File: src/rtl/node_eta_decoder.sv
// node_eta_decoder: receive-side inverse of the node_eta encoder.
//
// It tracks the encoder's two state registers (m0, m1) and advances them only
// on accepted beats. Each encoded beat is decoded by subtracting the mask
// term c = m0 & ~m1. A single output register stage provides backpressure.
//
// Ports:
//   clk         clock, all state on rising edge
//   rst         asynchronous active-high reset
//   sync_clear  synchronous restart of mirror state, output stage and counter
//   in_valid    encoded beat present
//   in_ready    decoder can accept a beat
//   in_vec      encoded vector
//   out_valid   decoded beat present
//   out_ready   downstream accepts the decoded beat
//   out_vec     decoded vector
//   beat_count  beats accepted since reset/sync_clear (wraps)
module node_eta_decoder #(
  parameter int unsigned WIDTH     = 16,
  parameter int unsigned CNT_WIDTH = 16
) (
  input  logic                 clk,
  input  logic                 rst,
  input  logic                 sync_clear,
  input  logic                 in_valid,
  output logic                 in_ready,
  input  logic [WIDTH-1:0]     in_vec,
  output logic                 out_valid,
  input  logic                 out_ready,
  output logic [WIDTH-1:0]     out_vec,
  output logic [CNT_WIDTH-1:0] beat_count
);

  logic [WIDTH-1:0]     m0_q, m0_d;
  logic [WIDTH-1:0]     m1_q, m1_d;
  logic [WIDTH-1:0]     vec_q, vec_d;
  logic                 valid_q, valid_d;
  logic [CNT_WIDTH-1:0] cnt_q, cnt_d;

  logic [WIDTH-1:0] mask;
  logic [WIDTH-1:0] dec;
  logic             accept;

  assign mask = m0_q & ~m1_q;
  // Modular subtract; the borrow out is intentionally dropped.
  assign dec  = in_vec - mask;

  // rst gates in_ready so no beat is claimed while the mirror is held in reset.
  assign in_ready = !rst && !sync_clear && (!valid_q || out_ready);
  assign accept   = in_valid && in_ready;

  always_comb begin
    m0_d    = m0_q;
    m1_d    = m1_q;
    vec_d   = vec_q;
    valid_d = valid_q;
    cnt_d   = cnt_q;
    if (sync_clear) begin
      // Pending output beat is discarded; out_vec keeps its last value.
      m0_d    = '0;
      m1_d    = '0;
      valid_d = 1'b0;
      cnt_d   = '0;
    end else if (accept) begin
      m0_d    = dec | mask;
      m1_d    = m0_q ^ dec;
      vec_d   = dec;
      valid_d = 1'b1;
      cnt_d   = cnt_q + 1'b1;
    end else if (valid_q && out_ready) begin
      valid_d = 1'b0;
    end
  end

  always_ff @(posedge clk or posedge rst) begin
    if (rst) begin
      m0_q    <= '0;
      m1_q    <= '0;
      vec_q   <= '0;
      valid_q <= 1'b0;
      cnt_q   <= '0;
    end else begin
      m0_q    <= m0_d;
      m1_q    <= m1_d;
      vec_q   <= vec_d;
      valid_q <= valid_d;
      cnt_q   <= cnt_d;
    end
  end

  assign out_valid  = valid_q;
  assign out_vec    = vec_q;
  assign beat_count = cnt_q;

endmodule

File: config.mk
export PLATFORM = sky130hd
export DESIGN_NAME = node_eta_decoder
export DESIGN_NICKNAME = d
export VERILOG_FILES = /design/src/rtl/node_eta_decoder.sv
export SDC_FILE = /design/constraint.sdc
export NUM_CORES = 1
export LEC_CHECK = 0
export ABC_AREA = 1
export CELL_PAD_IN_SITES_DETAIL_PLACEMENT = 0
export CELL_PAD_IN_SITES_GLOBAL_PLACEMENT = 1
export CORE_MARGIN = 2
export CORE_UTILIZATION = 40
export CTS_BUF_LIST = sky130_fd_sc_hd__clkbuf_16
export CTS_CLUSTER_DIAMETER = 150
export DETAILED_ROUTE_END_ITERATION = 8
export PLACE_DENSITY = 0.9
export SETUP_SLACK_MARGIN = 0.05
export SYNTH_ARGS = -nofsm -noshare
export SYNTH_HDL_FRONTEND = slang
export SYNTH_SLANG_ARGS = --single-unit
File: constraint.sdc
create_clock -name clk -period 3.3 [get_ports clk]
set_input_delay 0.66 -clock clk [delete_from_list [all_inputs] [get_ports clk]]
set_output_delay 0.66 -clock clk [all_outputs]
set_load 0.02 [all_outputs]
==> Yosys cells after proc, flatten, opt, wreduce, memory -nomap -nowiden <==
Index checks and enable logic that the tools add are counted.
{ "op_classes": {"n_addsub": 2, "mul": 0, "n_div": 0, "n_lt_le_gt_ge": 0, "eq_ne": 0, "shift": 0, "mux": 9, "bitwise_logic": 5, "n_reduce_logical": 11} }
{ "ops": {"columns": ["op", "n"], "rows": [
  ["16-bit 2-to-1 mux", 6],
  ["16-bit by 1-bit adder with 16-bit output, second input constant", 1],
  ["16-bit AND", 1],
  ["16-bit inverter", 1],
  ["16-bit OR", 1],
  ["16-bit subtractor", 1],
  ["16-bit bitwise XOR", 1],
  ["1-bit logical AND", 4],
  ["1-bit logical NOT", 3],
  ["1-bit 2-to-1 mux", 3],
  ["3-bit nonzero test", 1],
  ["2-bit AND reduction", 1],
  ["2-bit nonzero test", 1],
  ["1-bit logical OR", 1],
  ["1-bit inverter", 1]
]} }
{ "word_totals": {"reg_bits": 65, "latchBits": 0, "ramBits": 0, "romBits": 0, "input_bits": 21, "output_inout_bits": 34, "word_cells": 32, "n_memories": 0} }

==> Depth between registers and ports, before layout <==
{ "logic_depth": {"depth_word": 6, "mapped_depth": 15, "mapped_depth_nobuf": 15} }

==> Worst setup path before layout <==
OpenSTA, ideal clock, no wires.
{ "synth_timing": {"path_kind": "input -> register", "from": "in in_vec[0]", "to": "reg m1_q[12]", "setup_ps": 117, "t_arrival_ps": 1997, "required_time_ps": 3183, "slack_ps": 1186, "path_stages": 14, "n_path_buf": 0, "cell_sequence": "inv_1 > ha_1 > inv_1 > fa_1 > nand3_1 > nand3_1 > nand2_1 > nand2_1 > nand2_1 > nand2_1 > nand2_1 > nand3_1 > nand3_1 > nand2_1"} }
{ "synth_between": {"elab_chain_len": 4} }
{ "synth_lines": {"columns": ["element", "line_no", "source"], "rows": [
  ["start: declaration", "27", "input logic [WIDTH-1:0] in_vec,"],
  ["16-bit subtractor", "46", "assign dec = in_vec - mask;"],
  ["16-bit bitwise XOR", "66", "m1_d = m0_q ^ dec;"],
  ["16-bit 2-to-1 mux", "64", "end else if (accept) begin"],
  ["16-bit 2-to-1 mux", "58", "if (sync_clear) begin"],
  ["end signal: assignment", "84", "m1_q <= m1_d;"],
  ["end: declaration", "35", "logic [WIDTH-1:0] m1_q, m1_d;"]
]} }
Every way passes these cells. The select of a mux whose other input is x is not followed.
A chain may end at the register's enable or synchronous reset.

==> Worst setup path after layout <==
{ "layout_timing": {"from": "in out_ready", "to": "out in_ready"} }
{ "layout_between": {"elab_chain_len": 2} }
{ "layout_lines": {"columns": ["element", "line_no", "source"], "rows": [
  ["start: declaration", "29", "input logic out_ready,"],
  ["1-bit logical OR", "49", "assign in_ready = !rst && !sync_clear && (!valid_q || out_ready);"],
  ["1-bit logical AND", "49", null],
  ["end: declaration", "26", "output logic in_ready,"]
]} }
Every way passes these cells.

==> run_results.csv <==
group,metric,value,unit
synthesis,synth_seq_cells,65,
detailed_routing,viasPerCell,4.88,
synthesis,synth_warnings,0,
cells_and_area,final_cell_mix,"nand2_1, inv_1, dfrtp_1",
grt,grt_max_degree,36,
setup_path,cp-end-kind,"primary output",
sta,hold_viol,0,
power,p_sw_frac,0.316,
hold_path,hold_end,"m1_q[15]",
clocking,cts.sinks,65,
setup_path,crit_fanout,3,
power,p_int,1990,µW
floorplan,rows,36,
hold_path,hp-start,"m1_q[15]",
sta,post-route-period-util,0.835,
sta,fin_setup_tns,0,ns
setup_path,crit_type,"primary input to primary output",
sta,rsz0062_at_grt,"false",
detailed_routing,drt_iter0_markers,173,
synthesis,yosysTopAreaCellShare,0.409,
power,irDropWorstVdd,0.252,mV
detailed_routing,num_vias,3609,
setup_path,rr_worst_depth,15,
floorplan,coreArea,0.00968,mm²
clocking,cts_buffer_depth,2,
synthesis,syn_inst,544,
power,seq_power_share,0.334,
clocking,root_buffer,"clkbuf_16",
clocking,clock_latency,0.33,ns
outcome,status,"complete, no violations",
hold_path,hp-class,"flop to flop",
detailed_routing,dr.pass1.iters,4,
sta,setup_viol,0,
power,p_clk_frac,0.372,
placement,portBuffers,54,
synthesis,synth_top_cell_by_area,"dfrtp_1",
synthesis,syn_nets,587,
detailed_routing,drc,0,
flow_run,maxCapViolCount,0,
clocking,cts_made_buffers,9,
placement,dp_hpwl,6.88,mm
floorplan,die_h,104,µm
placement,gp_congestion,0.834,
synthesis,synth.distinct_cells,29,
detailed_routing,routedWlPerCell,12.9,µm
floorplan,dieWidth,104,µm
synthesis,synth-seq-area-share,0.409,
setup_path,arrival,2.09,ns
detailed_routing,postRouteAntennaNets,0,
setup_path,r2r_slack,1.13,ns
clocking,clkTransAtPathRegs,0.06,ns
sta,tightest_slew,0.748,ns
setup_path,r2r-start,"m0_q[0]",
cells_and_area,fill_cells,940,
sta,clock.fmax,363,MHz
sta,relSlewSlack,0.501,
placement,place_area,0.00468,mm²
power,powerDensity,579,mW/mm²
grt,gr-total-overflow,0,
setup_path,required,2.64,ns
clocking,post_cts_buffers,0,
synthesis,synth_area_leaders,"dfrtp_1, nand2_1, inv_1",
cells_and_area,drive_gt1_frac,0.0675,
floorplan,ios,55,
clocking,cts_tree,"built",
grt,grt_pass1_vias,3649,
cells_and_area,layout_commonest_cell,"nand2_1",
grt,antenna_found_initial,0,
grt,grt_util_all_layers,0.190,
hold_path,hold_depth,2,
cells_and_area,syn_to_final_growth,26.1,%
synthesis,syn_area,0.00397,mm²
cells_and_area,fin_area,0.00501,mm²
floorplan,start_util,0.410,
sta,layout_min_cycle_time,2.75,ns
cells_and_area,antenna_cells,0,
grt,grt_pass1_wl,16.6,mm
setup_path,rr_endpoint,"m1_q[12]",
clocking,ctsResizeCount,0,
clocking,ctsHoldBuffers,0,
clocking,htree_levels,3,
detailed_routing,route.final.wire_length,9.54,mm
power,power.switching,918,µW
power,power_leakage,0.00245,µW
sta,slew_violations,0,
setup_path,startpoint_type,"primary input",
synthesis,syn_avg_cell_area,7.30,µm²
floorplan,die-area,0.0107,mm²
power,power_frac_comb,0.294,
cells_and_area,nets,646,
sta,clock_skew,0.00962,ns
[metal layers]
metal	vias up	wire length [µm]	GRT usage
met3	6	599	0.0497
met5	-	0	0
met4	0	85	0.0685
met2	82	4420	0.306
met1	1668	4430	0.246
li1	1853	-	-
[kinds of logic (layout without fill, tap and decap cells)]
group | count (synthesis) | count (layout) | synth area share
DFF | 65 | 65 | 0.409
adders and majority gates | 22 | 22 | 0.0712
AOI/OAI and AO/OA | 62 | 62 | 0.0898
and+or+nand+nor | 294 | 294 | 0.317
buffers and inverters | 89 | 152 | 0.0866
xor gates and xnor gates | 12 | 12 | 0.0265
[layout make-up]
| type | count | area [µm²] | share of cell area |
|---|---|---|---|
| clock inverters | 6 | 108 | 0.0215 |
| flip-flops and latches | 65 | 1630 | 0.325 |
| multi-input cells | 390 | 2000 | 0.400 |
| inverters | 78 | 293 | 0.0584 |
| well taps | 133 | 166 | 0.0332 |
| repair buffers | 59 | 591 | 0.118 |
| clock buffers | 9 | 225 | 0.0449 |
[worst max path at each step]
stage | from | endpoint | slack [ns] | depth (start not counted)
after floorplan | rst | beat_count[0] | 1.01 | 1
after global placement | out_ready | in_ready | 0.57 | 6
after detailed placement | out_ready | in_ready | 0.55 | 6
after CTS | out_ready | in_ready | 0.54 | 6
after global routing | out_ready | in_ready | 0.44 | 6
final | out_ready | in_ready | 0.55 | 6
[power groups by stage]
stage               clock (µW)  sequential [µW]  combinational [µW]
floorplan                    0             1050                 500
global placement             0              978                 835
detailed placement           0              983                 852
CTS                       1110              970                 860
global route              1140              984                 974
finish                    1080              970                 854
[sequential cells by signal (all words and copies together), names as in the netlist]
register,flops
beat_count,16
m0_q,16
m1_q,16
out_vec,16
out_valid,1
[through the flow]
stage                     worst slack [ns]  std cells  hold WS (ns)   util  total power, µW
final                                0.545        740         0.473  0.517             2900
after global routing                 0.438        740         0.494  0.517             3100
after CTS                            0.541        740         0.473  0.517             2940
after detailed placement             0.552        725         0.458  0.483             1830
after global placement               0.569        725         0.457  0.483             1810
after floorplan                       1.01        544         0.442      -             1550
[critical path, stage by stage]
cell and delay (ns):
clkdlybuf4s50_1 0.45, inv_1 0.03, nand2_1 0.12, nand2_1 0.08, nor2_1 0.13, clkdlybuf4s50_1 0.62
[cells in the mapped netlist, drive strengths merged]
master,instances
nand2,184
inv,78
dfrtp,65
nand3,52
nor2,33
a21oi,22
o21ai,22
ha,21
or2,11
xor2,10
buf,7
nor3,7
o211ai,6
o22ai,6
o221ai,5
clkbuf,4
nand4,3
and2,2
nand3b,2
xnor2,2
a32o,1
fa,1
(Power assumes the default switching activity.)
